==> src/rtl/prod_acc_pkg.sv <==
// Shared types and width helpers for the sliding-window product accumulator.
package prod_acc_pkg;

  typedef enum logic [1:0] {
    IDLE = 2'd0,
    FILL = 2'd1,
    FULL = 2'd2
  } state_t;

  // Window sum never exceeds N*(2^W-1)^2, which fits in 2W+log2(N) bits.
  function automatic int sum_width(input int w, input int n);
    return 2 * w + $clog2(n);
  endfunction

endpackage

==> src/rtl/prod_acc_buf.sv <==
// N-entry circular product buffer; oldest is the entry that the next write replaces.
module prod_acc_buf #(
  parameter int W = 4,
  parameter int N = 4
) (
  input  logic           clk,
  input  logic           rst_b,
  input  logic           clr,
  input  logic           we,
  input  logic [2*W-1:0] din,
  output logic [2*W-1:0] oldest
);

  localparam int PW = $clog2(N);

  logic [2*W-1:0] mem [N];
  logic [PW-1:0]  wr_ptr_reg;

  // Storage is intentionally never cleared; the accumulator ignores it until full.
  always_ff @(posedge clk) begin
    if (we) begin
      mem[wr_ptr_reg] <= din;
    end
  end

  // N is a power of two, so natural wrap of the pointer gives modulo-N.
  always_ff @(posedge clk or negedge rst_b) begin
    if (!rst_b) begin
      wr_ptr_reg <= '0;
    end else if (clr) begin
      wr_ptr_reg <= '0;
    end else if (we) begin
      wr_ptr_reg <= wr_ptr_reg + PW'(1);
    end
  end

  assign oldest = mem[wr_ptr_reg];

endmodule

==> src/rtl/prod_acc.sv <==
// Sliding-window sum of the last N unsigned products with fill/full tracking.
// Optional average output enabled by defining PROD_ACC_AVG_EN.
module prod_acc
  import prod_acc_pkg::*;
#(
  parameter int W = 4,
  parameter int N = 4
) (
  input  logic                         clk,
  input  logic                         rst_b,
  input  logic                         clr,
  input  logic                         vld,
  input  logic [2*W-1:0]               prod,
  output logic [sum_width(W, N)-1:0]   sum,
  output logic [$clog2(N):0]           cnt,
  output logic                         full,
  output logic                         out_vld
`ifdef PROD_ACC_AVG_EN
  ,
  output logic [2*W-1:0]               avg
`endif
);

  localparam int LOG2N = $clog2(N);
  localparam int SW    = sum_width(W, N);
  localparam int CW    = LOG2N + 1;
  localparam logic [CW-1:0] CNT_FULL = CW'(N);

  state_t          state_reg, state_next;
  logic [SW-1:0]   sum_reg, sum_next;
  logic [CW-1:0]   cnt_reg, cnt_next;
  logic            full_reg, full_next;
  logic            out_vld_reg, out_vld_next;
  logic [2*W-1:0]  oldest;

  prod_acc_buf #(
    .W(W),
    .N(N)
  ) u_buf (
    .clk    (clk),
    .rst_b  (rst_b),
    .clr    (clr),
    .we     (vld && !clr),
    .din    (prod),
    .oldest (oldest)
  );

  always_comb begin
    state_next   = state_reg;
    sum_next     = sum_reg;
    cnt_next     = cnt_reg;
    full_next    = full_reg;
    out_vld_next = 1'b0;
    if (clr) begin
      state_next = IDLE;
      sum_next   = '0;
      cnt_next   = '0;
      full_next  = 1'b0;
    end else if (vld) begin
      // Subtracting only once full keeps stale buffer entries out of the sum.
      if (state_reg == FULL) begin
        sum_next = sum_reg + SW'(prod) - SW'(oldest);
        cnt_next = CNT_FULL;
      end else begin
        sum_next = sum_reg + SW'(prod);
        cnt_next = cnt_reg + CW'(1);
      end
      full_next    = (cnt_next == CNT_FULL);
      out_vld_next = full_next;
      case (state_reg)
        IDLE:    state_next = full_next ? FULL : FILL;
        FILL:    state_next = full_next ? FULL : FILL;
        FULL:    state_next = FULL;
        default: state_next = IDLE;
      endcase
    end
  end

  always_ff @(posedge clk or negedge rst_b) begin
    if (!rst_b) begin
      state_reg   <= IDLE;
      sum_reg     <= '0;
      cnt_reg     <= '0;
      full_reg    <= 1'b0;
      out_vld_reg <= 1'b0;
    end else begin
      state_reg   <= state_next;
      sum_reg     <= sum_next;
      cnt_reg     <= cnt_next;
      full_reg    <= full_next;
      out_vld_reg <= out_vld_next;
    end
  end

  assign sum     = sum_reg;
  assign cnt     = cnt_reg;
  assign full    = full_reg;
  assign out_vld = out_vld_reg;

`ifdef PROD_ACC_AVG_EN
  logic [2*W-1:0] avg_reg;

  always_ff @(posedge clk or negedge rst_b) begin
    if (!rst_b) begin
      avg_reg <= '0;
    end else begin
      avg_reg <= sum_next[SW-1:LOG2N];
    end
  end

  assign avg = avg_reg;
`endif

endmodule

==> config.mk <==
export PLATFORM = sky130hd
export DESIGN_NAME = prod_acc
export DESIGN_NICKNAME = d
export VERILOG_FILES = /design/src/rtl/prod_acc_pkg.sv /design/src/rtl/prod_acc_buf.sv /design/src/rtl/prod_acc.sv
export SDC_FILE = /design/constraint.sdc
export NUM_CORES = 1
export LEC_CHECK = 0
export BUFFER_PORTS_ARGS = -buffer_cell sky130_fd_sc_hd__buf_2
export CAP_MARGIN = 30
export CORE_AREA = 2 2 74 76
export DETAILED_ROUTE_END_ITERATION = 8
export DIE_AREA = 0 0 76 78
export HOLD_SLACK_MARGIN = 0.03
export PLACE_DENSITY = 0.8
export SYNTH_ARGS = -nofsm -noshare
export SYNTH_HDL_FRONTEND = slang
export SYNTH_SLANG_ARGS = --single-unit
==> constraint.sdc <==
create_clock -name clk -period 4.6 [get_ports clk]
set_input_delay 0.46 -clock clk [delete_from_list [all_inputs] [get_ports clk]]
set_output_delay 0.46 -clock clk [all_outputs]
set_load 0.05 [all_outputs]
; ---- After elaboration in Yosys (flattened, before gate mapping)
; Memory sizes are Yosys's and may differ from the RTL's.
; Index checks and enable logic that the tools add are counted.
[op_classes]
addsub = 4
n_eq_ne = 3
muxes = 20
n_reduce_logical = 6
[op_table]
columns = cell, n
row1 = 2-to-1 mux 10 bit, 3
row2 = 2-to-1 mux 3 bit, 5
row3 = adder 10 x 8 -> 10 bit, 1
row4 = 2-to-1 mux 2 bit, 5
row5 = subtractor 10 x 8 -> 10 bit, 1
row6 = 2-to-1 mux 1 bit, 6
row7 = case mux 2 bit (2 select lines), 1
row8 = nonzero test 2 bit, 2
row9 = adder 3 x 1 -> 3 bit (second input constant), 1
row10 = equality test 3 bit (second input constant), 1
row11 = adder 2 x 1 -> 2 bit (second input constant), 1
row12 = equality test 2 x 1 -> 1 bit (second input constant), 1
row13 = equality test 2 bit (second input constant), 1
row14 = logical NOT 2 bit, 1
row15 = OR reduction 2 bit, 1
row16 = logical AND 1 bit, 1
row17 = logical NOT 1 bit, 1
[totals]
output_inout_bits = 15
input_bits = 12
mem_bits_rw = 32
regBits = 19
wordCells = 40
mem_count = 1
[memory_table]
columns = memory, words, width, rd, rd_ports_with_merged_regs, wr, line
row1 = u_buf.mem, 4, 8, 1, 0, 1, prod_acc_buf.sv:16  ; logic [2*W-1:0] mem [N];

; ---- Longest topological paths before layout
[depth]
depth_word = 9
ltp_mapped = 13

; ---- By module
; A second synthesis with hierarchy kept.
[unflattened]
cells_unflattened = 247
hier_area_um2 = 2865.2
[by_module_without_submodules]
columns = module, area_per_inst_um2, cells_per_inst, instances
row1 = prod_acc, 1549.0, 189, 1
row2 = prod_acc_buf, 1316.3, 58, 1

; ---- Least setup slack after synthesis
; No wires, ideal clock.
[synth_timing]
kind = flip-flop to flip-flop
from = reg sum_reg[0] (netlist: sum[0])
to = reg sum_reg[9] (netlist: sum[9])
synth_period_minus_slack_ns = 3.251
setup_time_ns = 0.125
path_slack_ns = 1.349
arrival_ns = 3.126
t_required_ns = 4.475
stages_incl_launch_ff = 14
path_cell_list = dfrtp_1 ha_1 fa_1 a211oi_2 o21bai_1 a21oi_1 xnor2_1 ha_1 nor3_1 nand2_1 o211ai_1 a21oi_1 o21ai_1 mux2_4
[synth_between]
elab_chain_len = 5
[synth_lines]
columns = item, line
row1 = "start, declared", prod_acc.sv:30  ; logic [SW-1:0] sum_reg, sum_next;
row2 = "start signal, assigned", prod_acc.sv:88  ; sum_reg <= sum_next;
row3 = adder 10 x 8 -> 10 bit (*), "prod_acc.sv:62, prod_acc.sv:65"
row4 = subtractor 10 x 8 -> 10 bit, prod_acc.sv:62  ; sum_next = sum_reg + SW'(prod) - SW'(oldest);
row5 = 2-to-1 mux 10 bit (*), prod_acc.sv:61  ; if (state_reg == FULL) begin
row6 = 2-to-1 mux 10 bit (*), prod_acc.sv:59  ; end else if (vld) begin
row7 = 2-to-1 mux 10 bit (*), prod_acc.sv:54  ; if (clr) begin
; Every way passes the cells marked *; elsewhere a longest branch is shown, timed or not. The select of a mux whose other input is x is not followed.
; A chain may end at the register's enable or synchronous reset.

; ---- Final worst setup path
[layout_timing]
from = reg u_buf.wr_ptr_reg[0]
to = reg sum_reg[6] (netlist: sum[6])
[layout_between]
elab_chain_len = 5
[layout_lines]
columns = item, line
row1 = "start, declared", prod_acc_buf.sv:17  ; logic [PW-1:0] wr_ptr_reg;
row2 = "start signal, assigned", prod_acc_buf.sv:33  ; wr_ptr_reg <= wr_ptr_reg + PW'(1);
row3 = memory read (4 x 8 bit), n/a
row4 = subtractor 10 x 8 -> 10 bit, prod_acc.sv:62
row5 = 2-to-1 mux 10 bit, prod_acc.sv:61
row6 = 2-to-1 mux 10 bit, prod_acc.sv:59
row7 = 2-to-1 mux 10 bit, prod_acc.sv:54
; Every way passes these cells. The select of a mux whose other input is x is not followed.

==> qor.yml <==
path_buf_inv: 0
grt_max_degree: 22
yosysWarnings: 0
cts_buffers: 5
mappedNetlistArea_sq_um: 2920
grt_overflow: 0
fmax_mhz: 297
dpl.hpwl_mm: 4.28
crit_arrival_ns: 3.53
postCtsResizedCells: 0
crit_fanout: 12
path_depth: 9
io-pin-count: 27
ant_nets: 0
post-route-util: 0.633
syn2layout_area_growth_pct: 9.39
worst_path_dominant_cell_family: "flip-flops"
ys_async_sr_fraction: 0.373
fin_area_sq_um: 3190
synth.top_cell.area_share: 0.329
fin_crit_ns: 3.37
grt_use_met2: 0.375
peakVddDrop_uv: 210
vias_per_cell: 5.65
power_mw: 1.19
tightest_slew_ns: 0.648
drt_wl_total_mm: 5.84
dp_cells: 341
crit_path_end_kind: "register"
grt_usage: 0.219
synth-compound-area-share: 0.143
grtUsageMet1: 0.293
skew_ns: 0.00727
synth_enable_flop_cells: 32
synth_area_per_cell_sq_um: 11.6
power.internal_uw: 774
synth-adder-area-share: 0.104
busiest_layer: "met2"
drive_gt1_frac: 0.165
clk_latency_ns: 0.31
fin_cells: 349
synth_flop_cell: "edfxtp_1"
fillCellCount: 402
crit_path_start_kind: "register"
cts_tree: "done"
cpMaxStageDelayCell: "dfrtp_1"
synth_xor_area_frac: 0.0360
coreArea_sq_um: 5040
wl_per_cell_um: 16.7
grt_first_pass_wirelength_mm: 10.1
syn-instance-count: 252
num_rows: 26
die_area_sq_um: 5930
yosys.area_share.simple: 0.114
min_period_over_period: 0.733
finalHoldViolCount: 0
synthTopCellsByArea: "edfxtp_1 (33%), dfrtp_1 (16%), ha_1 (9.0%)"
pre_cts_ws_ns: 1.16
tns_ns: 0
cts.htree.levels: 2
final_max_slew_viol_count: 0
p_switching_uw: 415
die_h_um: 78
startpoint: "u_buf.wr_ptr_reg[0]"
initial_core_util: 0.579
largest_reg_flops: 32
drc: 0
synth_top_area_cell: "edfxtp_1"
maxCapViolCount: 0
setup_viol: 0
num_antenna_cells: 0
p_sw_frac: 0.349
leakage_nw: 1.34
cp.required_ns: 4.76
status: "complete, no violations"
whs_ns: 0.0856
placed_area_sq_um: 3100
post-cts-setup-buffers: 0
reg2reg_from: "u_buf.wr_ptr_reg[0]"
root_buffer: "clkbuf_8"
nets: 313
drt_iter0_drc: 210
die_w_um: 76
cts_hold_buffers: 0
fin_ws_ns: 1.23
place_congestion: 0.865
slowest_delay_ns: 0.77
synth_seq_cells: 51
path_class: "register to register"
grt_setup_unrepaired: "false"
pwr-share-clk: 0.223
synth_mux_area_frac: 0.0806
postSynthNetCount: 287
cts_buffer_depth: 2
min_path_type: "input pin to asynchronous set/reset pin"
yosysSeqAreaShare: 0.492
synth_top_family_by_area: "compound AO/OA/AOI/OAI gates"
synth_top_cells_by_count: "edfxtp_1 (32), nor2_1 (27), ha_1 (21)"
io_buffers: 26
reg2reg_depth: 9
grt_antenna_before_repair: 0
numClockSinks: 51
first_global_vias: 2001
synth.distinct_cells: 44
timing.slew.headroom: 0.568
seqPwrFrac: 0.448
p_comb_frac: 0.329
p_per_area_nw_per_um2: 372
vias: 1973
path_cells: "mux4_2 -> ha_1 -> fa_1 -> nor2b_1 -> o21ai_0 -> and2_1 -> o21ai_1 -> xnor2_1 -> a2111oi_0"
drtPass1Iterations: 4
gr-usage-met3: 0.0360
yosysMostFrequentCell: "edfxtp_1"
clkSlewWorstSetupHoldPaths_ns: 0.10
==> power by group through the flow <==
| stage | clock network [mW] | logic (mW) | registers [mW] |
|---|---|---|---|
| after floorplan | 0 | 0.272 | 0.570 |
| after global routing | 0.288 | 0.437 | 0.537 |
| after global placement | 0 | 0.375 | 0.542 |
| after detailed placement | 0 | 0.386 | 0.543 |
| final | 0.265 | 0.391 | 0.533 |
| after CTS | 0.270 | 0.390 | 0.533 |
==> final timing paths <==
check | end | slack, ns
max | sum[6] | 1.23
min | cnt[0] | 0.09
max reg2reg | sum[6] | 1.23
min reg2reg | full | 0.49
max in group asynchronous | u_buf.wr_ptr_reg[1] | 4.20
min in group clk | u_buf.mem[0][0] | 0.38
==> worst reg2reg max path: stages (launching register included) <==
cell	delay (ns)
dfrtp_1	0.77
mux4_2	0.59
ha_1	0.23
fa_1	0.40
nor2b_1	0.18
o21ai_0	0.13
and2_1	0.21
o21ai_1	0.17
xnor2_1	0.08
a2111oi_0	0.44
==> metal layers <==
metal | share of wire | wire length, um | vias to the layer above
met4 | 0.011 | 62 | 0
li1 | - | - | 979
met1 | 0.46 | 2700 | 950
met2 | 0.49 | 2870 | 38
met5 | 0 | 0 | -
met3 | 0.035 | 203 | 6
==> logic make-up after synthesis <==
| kind of cell | count (synthesis) |
|---|---|
| AO/OA/AOI/OAI | 60 |
| XOR/XNOR | 12 |
| adder cells (fa/ha/maj) | 23 |
| buffers and inverters | 22 |
| flip-flops | 51 |
| multiplexers | 13 |
| AND/OR/NAND/NOR | 71 |
==> area by class of cell <==
type | count | area, sq um | share of cell area
tap | 70 | 87.6 | 0.0274
clock buffer | 5 | 68.8 | 0.0216
inverter | 15 | 56.3 | 0.0176
sequential | 51 | 1440 | 0.450
clock inverter | 3 | 22.5 | 0.00705
timing repair buffer | 26 | 130 | 0.0408
multi-input combinational | 179 | 1390 | 0.436
==> cells in the final DEF, fill, tap and decap left out, types with 4 or more instances in the layout <==
| cell type | n |
|---|---|
| and2_1 | 6 |
| mux4_2 | 8 |
| nor3_1 | 5 |
| buf_2 | 26 |
| inv_1 | 14 |
| dfrtp_1 | 19 |
| o21ai_0 | 17 |
| mux2i_1 | 4 |
| nor2_1 | 27 |
| a21oi_1 | 12 |
| clkbuf_8 | 5 |
| xnor2_1 | 11 |
| ha_1 | 21 |
| nand2_1 | 15 |
| nor2b_1 | 4 |
| a211oi_1 | 4 |
| edfxtp_1 | 32 |
| nand2b_1 | 5 |
(Power assumes the default switching activity.)
